<file path="src/rtl/fifo_rv.sv">
// Single-clock valid/ready FIFO with occupancy counter, threshold flags and flush.
// Optional sticky overflow/underflow flags are enabled by defining FIFO_STATUS_EN.
module fifo_rv #(
  parameter int AWIDTH   = 4,
  parameter int DWIDTH   = 32,
  parameter int AF_LEVEL = 2**AWIDTH - 2,
  parameter int AE_LEVEL = 2
) (
  input  logic              clk_i,
  input  logic              rst_ni,
  input  logic              flush_i,
  input  logic              in_valid_i,
  output logic              in_ready_o,
  input  logic [DWIDTH-1:0] in_data_i,
  output logic              out_valid_o,
  input  logic              out_ready_i,
  output logic [DWIDTH-1:0] out_data_o,
  output logic [AWIDTH:0]   count_o,
  output logic              full_o,
  output logic              empty_o,
  output logic              almost_full_o,
  output logic              almost_empty_o,
  output logic              overflow_o,
  output logic              underflow_o,
  input  logic              err_clr_i
);

  localparam int DEPTH = 2**AWIDTH;
  localparam logic [AWIDTH:0] DEPTH_CNT = (AWIDTH+1)'(DEPTH);
  localparam logic [AWIDTH:0] AF_CNT    = (AWIDTH+1)'(AF_LEVEL);
  localparam logic [AWIDTH:0] AE_CNT    = (AWIDTH+1)'(AE_LEVEL);

  if (AF_LEVEL < 1 || AF_LEVEL > DEPTH || AE_LEVEL < 0 || AE_LEVEL > DEPTH - 1) begin : g_bad_levels
    $error("fifo_rv: AF_LEVEL must be 1..DEPTH and AE_LEVEL 0..DEPTH-1");
  end

  logic [DWIDTH-1:0] mem [DEPTH];
  logic [AWIDTH-1:0] wr_ptr;
  logic [AWIDTH-1:0] rd_ptr;
  logic [AWIDTH:0]   count;
  logic              push;
  logic              pop;

  assign full_o         = (count == DEPTH_CNT);
  assign empty_o        = (count == '0);
  assign in_ready_o     = !full_o && !flush_i;
  assign out_valid_o    = !empty_o && !flush_i;
  assign push           = in_valid_i && in_ready_o;
  assign pop            = out_valid_o && out_ready_i;
  assign count_o        = count;
  assign almost_full_o  = (count >= AF_CNT);
  assign almost_empty_o = (count <= AE_CNT);
  // First-word fall-through: head entry is read straight from storage.
  assign out_data_o     = mem[rd_ptr];

  always_ff @(posedge clk_i or negedge rst_ni) begin
    if (!rst_ni) begin
      wr_ptr <= '0;
      rd_ptr <= '0;
      count  <= '0;
      for (int i = 0; i < DEPTH; i++) begin
        mem[i] <= '0;
      end
    end else if (flush_i) begin
      wr_ptr <= '0;
      rd_ptr <= '0;
      count  <= '0;
    end else begin
      if (push) begin
        mem[wr_ptr] <= in_data_i;
        wr_ptr      <= wr_ptr + 1'b1;
      end
      if (pop) begin
        rd_ptr <= rd_ptr + 1'b1;
      end
      if (push && !pop) begin
        count <= count + 1'b1;
      end else if (pop && !push) begin
        count <= count - 1'b1;
      end
    end
  end

`ifdef FIFO_STATUS_EN
  logic ovf;
  logic unf;

  // Clear takes priority over a set in the same cycle.
  always_ff @(posedge clk_i or negedge rst_ni) begin
    if (!rst_ni) begin
      ovf <= 1'b0;
      unf <= 1'b0;
    end else if (err_clr_i) begin
      ovf <= 1'b0;
      unf <= 1'b0;
    end else begin
      if (in_valid_i && !in_ready_o && !flush_i) begin
        ovf <= 1'b1;
      end
      if (out_ready_i && !out_valid_o && !flush_i) begin
        unf <= 1'b1;
      end
    end
  end

  assign overflow_o  = ovf;
  assign underflow_o = unf;
`else
  logic unused_err_clr;
  assign unused_err_clr = err_clr_i;
  assign overflow_o     = 1'b0;
  assign underflow_o    = 1'b0;
`endif

endmodule

</file>
<file path="config.mk">
export PLATFORM = sky130hd
export DESIGN_NAME = fifo_rv
export DESIGN_NICKNAME = d
export VERILOG_FILES = /design/src/rtl/fifo_rv.sv
export SDC_FILE = /design/constraint.sdc
export NUM_CORES = 1
export LEC_CHECK = 0
export ABC_AREA = 1
export BUFFER_PORTS_ARGS = -buffer_cell sky130_fd_sc_hd__clkbuf_2
export CORE_ASPECT_RATIO = 1.25
export CORE_MARGIN = 2
export CORE_UTILIZATION = 50
export CTS_BUF_LIST = sky130_fd_sc_hd__clkbuf_16
export DETAILED_ROUTE_END_ITERATION = 8
export GPL_TIMING_DRIVEN = 0
export PLACE_DENSITY = 0.69
export SYNTH_ARGS = -nofsm -noshare
export SYNTH_HDL_FRONTEND = slang
export SYNTH_SLANG_ARGS = --single-unit
</file>
<file path="constraint.sdc">
create_clock -name clk_i -period 1.9 [get_ports clk_i]
set_input_delay 0.285 -clock clk_i [delete_from_list [all_inputs] [get_ports clk_i]]
set_output_delay 0.285 -clock clk_i [all_outputs]
set_load 0.05 [all_outputs]
</file>
# After elaboration in Yosys (flattened, before gate mapping)

Index checks and enable logic that the tools add are counted.
W data, S select, Z words.

Register bits after elaboration: 525
Output and inout bits: 45
Logic and storage cells: 62

Add/subtract/negate cells: 4
$lt $le $gt $ge: 5
Equality and inequality tests: 1
Muxes and demuxes: 13
Bitwise operators: 3
Reductions and logical operators: 17

Operators by type and width:

| kind                  | number |
|---|---|
| $bwmux W512           | 1 |
| $bmux W32 S4          | 1 |
| $demux W32 S4         | 1 |
| $mux W32              | 3 |
| $mux W4               | 4 |
| $mux W5               | 3 |
| $ge A5 B5 Y1 const B  | 2 |
| $not A4 Y5            | 2 |
| $add A4 B1 Y4 const B | 2 |
| $logic_and A1 B1 Y1   | 7 |
| $add A5 B1 Y5 const B | 1 |
| $eq A5 B5 Y1 const B  | 1 |
| $ge A5 B4 Y1 const B  | 1 |
| $le A5 B2 Y1 const B  | 1 |
| $logic_not A1 Y1      | 5 |
| $logic_not A5 Y1      | 1 |
| $lt A5 B1 Y1 const B  | 1 |
| $sub A5 B1 Y5 const B | 1 |
| $reduce_bool A2 Y1    | 2 |
| $reduce_bool A3 Y1    | 1 |
| $reduce_and A2 Y1     | 1 |
| $not A1 Y1            | 1 |

# Longest topological paths before layout

Word-level depth: 9
Depth in mapped cells: 15
Depth with buffers taken out: 15

# Least setup slack after synthesis

OpenSTA, ideal clock, no wires.

Path type: reg-to-reg
Start: register count[0], in the netlist count_o[0]
End: register count[4], in the netlist count_o[4]
Setup time: 118 ps
Data arrival time: 2272 ps
Data required time: 1782 ps
Slack: -490 ps
Stages on the path, launching flop included: 15
Path buffers: 0
Clock period less this slack: 2390 ps
Cell sequence: dfrtp_1 nor2_2 nand3_2 nand3_4 inv_6 nand2_1 fa_1 nand3_1 nand3_1 nand2_1 inv_1 nand2_1 nand2_1 nand2_1 nand2_1

Word-level cells in the longest chain between the ends: 8

Ends and longest elaborated chain:

| element                                                               | RTL line | source |
|---|---|---|
| from (decl)                                                           | 40       | `logic [AWIDTH:0] count;` |
| from (signal assigned)                                                | 77       | `count <= count + 1'b1;` |
| from (signal assigned)                                                | 79       | `count <= count - 1'b1;` |
| parallel branches: the longest is 8 deep, another holds $sub A5 B1 Y5 | n/a      |  |

Parallel ways; which one is timed is not known. The select of a mux whose other input is x is not followed.
A chain may end at the register's enable or synchronous reset.

# Worst setup path in the final report

Start: register rd_ptr[0]
End: output port out_data_o[26]

Word-level cells in the longest chain between the ends: 4

Ends and longest elaborated chain:

| element                                     | RTL line | source |
|---|---|---|
| from (decl)                                 | 39       | `logic [AWIDTH-1:0] rd_ptr;` |
| from (signal assigned)                      | 74       | `rd_ptr <= rd_ptr + 1'b1;` |
| $not A4 Y5 (implied by the code)            | 54       | `assign out_data_o = mem[rd_ptr];` |
| $bmux W32 S4                                | 54       |  |
| $mux W32 (implied by the code) (2 in a row) | 54       |  |
| to (decl)                                   | 17       | `output logic [DWIDTH-1:0] out_data_o,` |

Every way passes these cells. The select of a mux whose other input is x is not followed.

==> impl_metrics.tcl <==
set metrics [dict create \
    synth_edf_count 0 \
    pre_cts_slack_ns -1.22 \
    wl_met3_um 8010 \
    die_y_um 251 \
    fin_ws_ns -0.932 \
    die_w_um 201 \
    fin_nets 3159 \
    htree_num_levels 2 \
    cts_sinks 525 \
    routed-wl-met2_um 42100 \
    rsz0062_at_grt "true" \
    synth_xor_xnor_area_share_pct 0.0719 \
    max-clock-path-buffers 3 \
    synth_top_area_share_pct 53.9 \
    ios 83 \
    clkLatencyLatePin_ns 0.62 \
    antenna_cells 0 \
    drt-total-wl_um 89700 \
    syn_avg_cell_area_um2 8.22 \
    synth.area.top_cells "dfrtp_1 54%, o21ai_0 16%, nand2_1 11%" \
    setup_viol 59 \
    met1_length_um 33600 \
    synth_top_family_by_area "compound AO/OA/AOI/OAI gates" \
    grt_use_total_pct 34.8 \
    slew_headroom_pct 47.7 \
    peakVddDrop_mv 1.43 \
    cts-root-buf "clkbuf_16" \
    grt_max_degree 119 \
    drive_gt1_share_pct 17.7 \
    rrSetupSlack_ns -0.12 \
    rows 90 \
    die_area_mm2 0.0505 \
    cts_inserted_buffers 53 \
    drc_errors 0 \
    dr.max_layer_used "met5" \
    drt.antenna.violating_nets 0 \
    ys_seq_elements 525 \
    cts_tree "yes" \
    vias 23000 \
    rr_startpoint "count_o[0]$_DFFE_PN0P_" \
    initial_core_util_pct 50.6 \
    placed_cell_area_mm2 0.0258 \
    clock-skew-final_ns 0.0237 \
    antenna_found_initial 2 \
    final_core_util_pct 62.3 \
    period_share_pct 149 \
    p_leak_nw 14.4 \
    powerDensity_mw_per_mm2 1390 \
    clkTransAtPathRegs_ns 0.06 \
    r2r_end "count_o[4]$_DFFE_PN0P_" \
    grt_pass1_wl_um 134000 \
    drv_slew 0 \
    wl_per_cell_um 23.6 \
    synth.mux.area_fraction_pct 0 \
    hold_class "primary input to register" \
    crit_required_ns 1.62 \
    grt_pass1_vias 22500 \
    port_buffers 47 \
    period_needed_ns 2.83 \
    hold_depth 4 \
    dp_hpwl_um 62400 \
    synth-compound-area-share_pct 21.2 \
    synthAdderAreaFrac_pct 0.544 \
    cap_violations 0 \
    tightest_slew_ns 0.784 \
    fmax_mhz 353 \
    fin_area_mm2 0.0300 \
    hold_path_startpoint "flush_i" \
    rr_worst_depth 13 \
    syn_to_final_growth_pct 23.2 \
    drt-initial-drc-count 2945 \
    ys_types 34 \
    hold_violations 0 \
    min_to "wr_ptr[0]$_DFFE_PN0P_" \
    core_area_mm2 0.0482 \
    ys_warn_count 0 \
    vias_per_cell 6.07 \
    cp_max_fo 10 \
    status "finished, violations left" \
    final.setup.tns_ns -28.48 \
    synth_top_area_cell "dfrtp_1" \
    arrival_ns 2.55 \
    synthSimpleGateAreaFrac_pct 16.7 \
    syn_area_mm2 0.0244 \
    violations "negative setup slack" \
    ys_seq_area_share_pct 53.9 \
    overflow 0 \
    setup.worst_path.class "register to output port" \
    fin_hold_ws_ns 0.0800 \
    first_pass_iters 8 \
    syn-instance-count 2964 \
    worstSetupEndpointType "output port" \
    synth_flop_cell "dfrtp_1" \
    ys_async_sr_fraction_pct 100 \
    gp_congestion 0.964 \
    cp-start-kind "register" \
]
## report_power, final
part	total, W	internal (W)	leakage [nW]	switching, W
combinational	0.0169	0.00607	7.01	0.0108
clock	0.0111	0.00646	0.919	0.00469
sequential	0.0138	0.0128	6.51	0.000936
## critical path, stage by stage, from the launching register on
cell and delay, ns:
dfrtp_1 0.41, buf_12 0.17, inv_8 0.07, buf_12 0.12, clkbuf_16 0.16, clkbuf_16 0.18
o21ai_2 0.06, o211ai_1 0.31, nand3_1 0.18, nand2_4 0.12, clkbuf_16 0.16
## cells by family (layout without fill, tap and decap cells)
| logic type | after synthesis | in the layout |
|---|---|---|
| adders and majority gates | 10 | 10 |
| DFF | 525 | 525 |
| AOI/OAI and AO/OA | 982 | 982 |
| and+or+nand+nor | 1003 | 1003 |
| other | 1 | 2 |
| xor gates and xnor gates | 2 | 2 |
| buffers and inverters | 441 | 631 |
## synthesized netlist by cell type (3+ instances only)
cell / n
o21ai_1: 19
buf_6: 5
clkinv_1: 3
nor2_1: 134
o211ai_1: 14
nand3_1: 134
ha_1: 9
clkbuf_1: 132
nand2_1: 708
dfrtp_1: 525
inv_2: 7
inv_1: 178
nor2_4: 5
buf_1: 11
clkbuf_2: 10
nand2_2: 8
nor2_2: 5
buf_4: 11
o21ai_0: 758
o221ai_1: 54
buf_2: 83
a21oi_1: 136
## layer usage
metal | up-vias | GRT usage (%)
met1 | 11300 | 44.2
met5 | - | 0
met3 | 324 | 6.16
met2 | 1317 | 56.5
li1 | 10100 | -
met4 | 2 | 19.9
## per-stage QoR
stage	std cells	power (W)
2_1_floorplan	2965	0.0221
3_3_place_gp	3656	0.0264
3_5_place_dp	3660	0.0267
4_1_cts	3764	0.0399
5_1_grt	3799	0.0432
6_report	3799	0.0418
## area by class of cell
| cell class | instances | area, um^2 |
|---|---|---|
| Tap cell | 644 | 806 |
| Multi-Input combinational cell | 1999 | 10300 |
| Clock inverter | 44 | 437 |
| Timing Repair Buffer | 92 | 1270 |
| Fill cell | 4198 | 18200 |
| Inverter | 189 | 744 |
| Sequential cell | 525 | 13200 |
| Clock buffer | 55 | 1380 |
| Buffer | 251 | 2000 |
## cells in the final DEF, fill, tap and decap left out, types with 17 or more instances in the layout
cell | synthesis | layout
a21oi_1 | 136 | 124
o21ai_1 | 19 | 94
buf_8 | 0 | 31
nand3_2 | 1 | 37
o221ai_1 | 54 | 17
nand2_2 | 8 | 22
o21ai_0 | 758 | 674
clkbuf_1 | 132 | 50
nand2_4 | 2 | 20
o221ai_2 | 0 | 37
dfrtp_1 | 525 | 517
clkbuf_2 | 10 | 49
clkbuf_16 | 0 | 74
nor2_1 | 134 | 130
buf_2 | 83 | 20
inv_1 | 178 | 182
nand3_1 | 134 | 95
clkbuf_4 | 0 | 23
nand2_1 | 708 | 670
buf_4 | 11 | 72
buf_6 | 5 | 54
## worst max path at each step
| stage | start | depth (start not counted) | to | slack, ns |
|---|---|---|---|---|
| global placement | rst_ni | 1 | count_o[0]$_DFFE_PN0P_ | -13.36 |
| CTS | rd_ptr[0]$_DFFE_PN0P_ | 10 | out_data_o[20] | -0.95 |
| floorplan | count_o[2]$_DFFE_PN0P_ | 14 | count_o[4]$_DFFE_PN0P_ | -0.10 |
| finish | rd_ptr[0]$_DFFE_PN0P_ | 10 | out_data_o[26] | -0.93 |
| detailed placement | rd_ptr[2]$_DFFE_PN0P_ | 7 | out_data_o[26] | -1.22 |
| global route | rd_ptr[0]$_DFFE_PN0P_ | 11 | out_data_o[15] | -0.98 |
## repair_timing
action	in CTS	in global routing
hold buffers	2	0
buffers inserted	4	28
gates resized for setup	356	408
pin swaps	34	67
hold endpoints to repair	72	0
setup endpoints to repair	506	645
gates cloned	0	7
## flip-flops by register name, summed over array words and instances, names as in the netlist
signal and count:
mem 512, count_o 5, rd_ptr 4, wr_ptr 4
No activity file was read; power rests on OpenSTA's default activity.
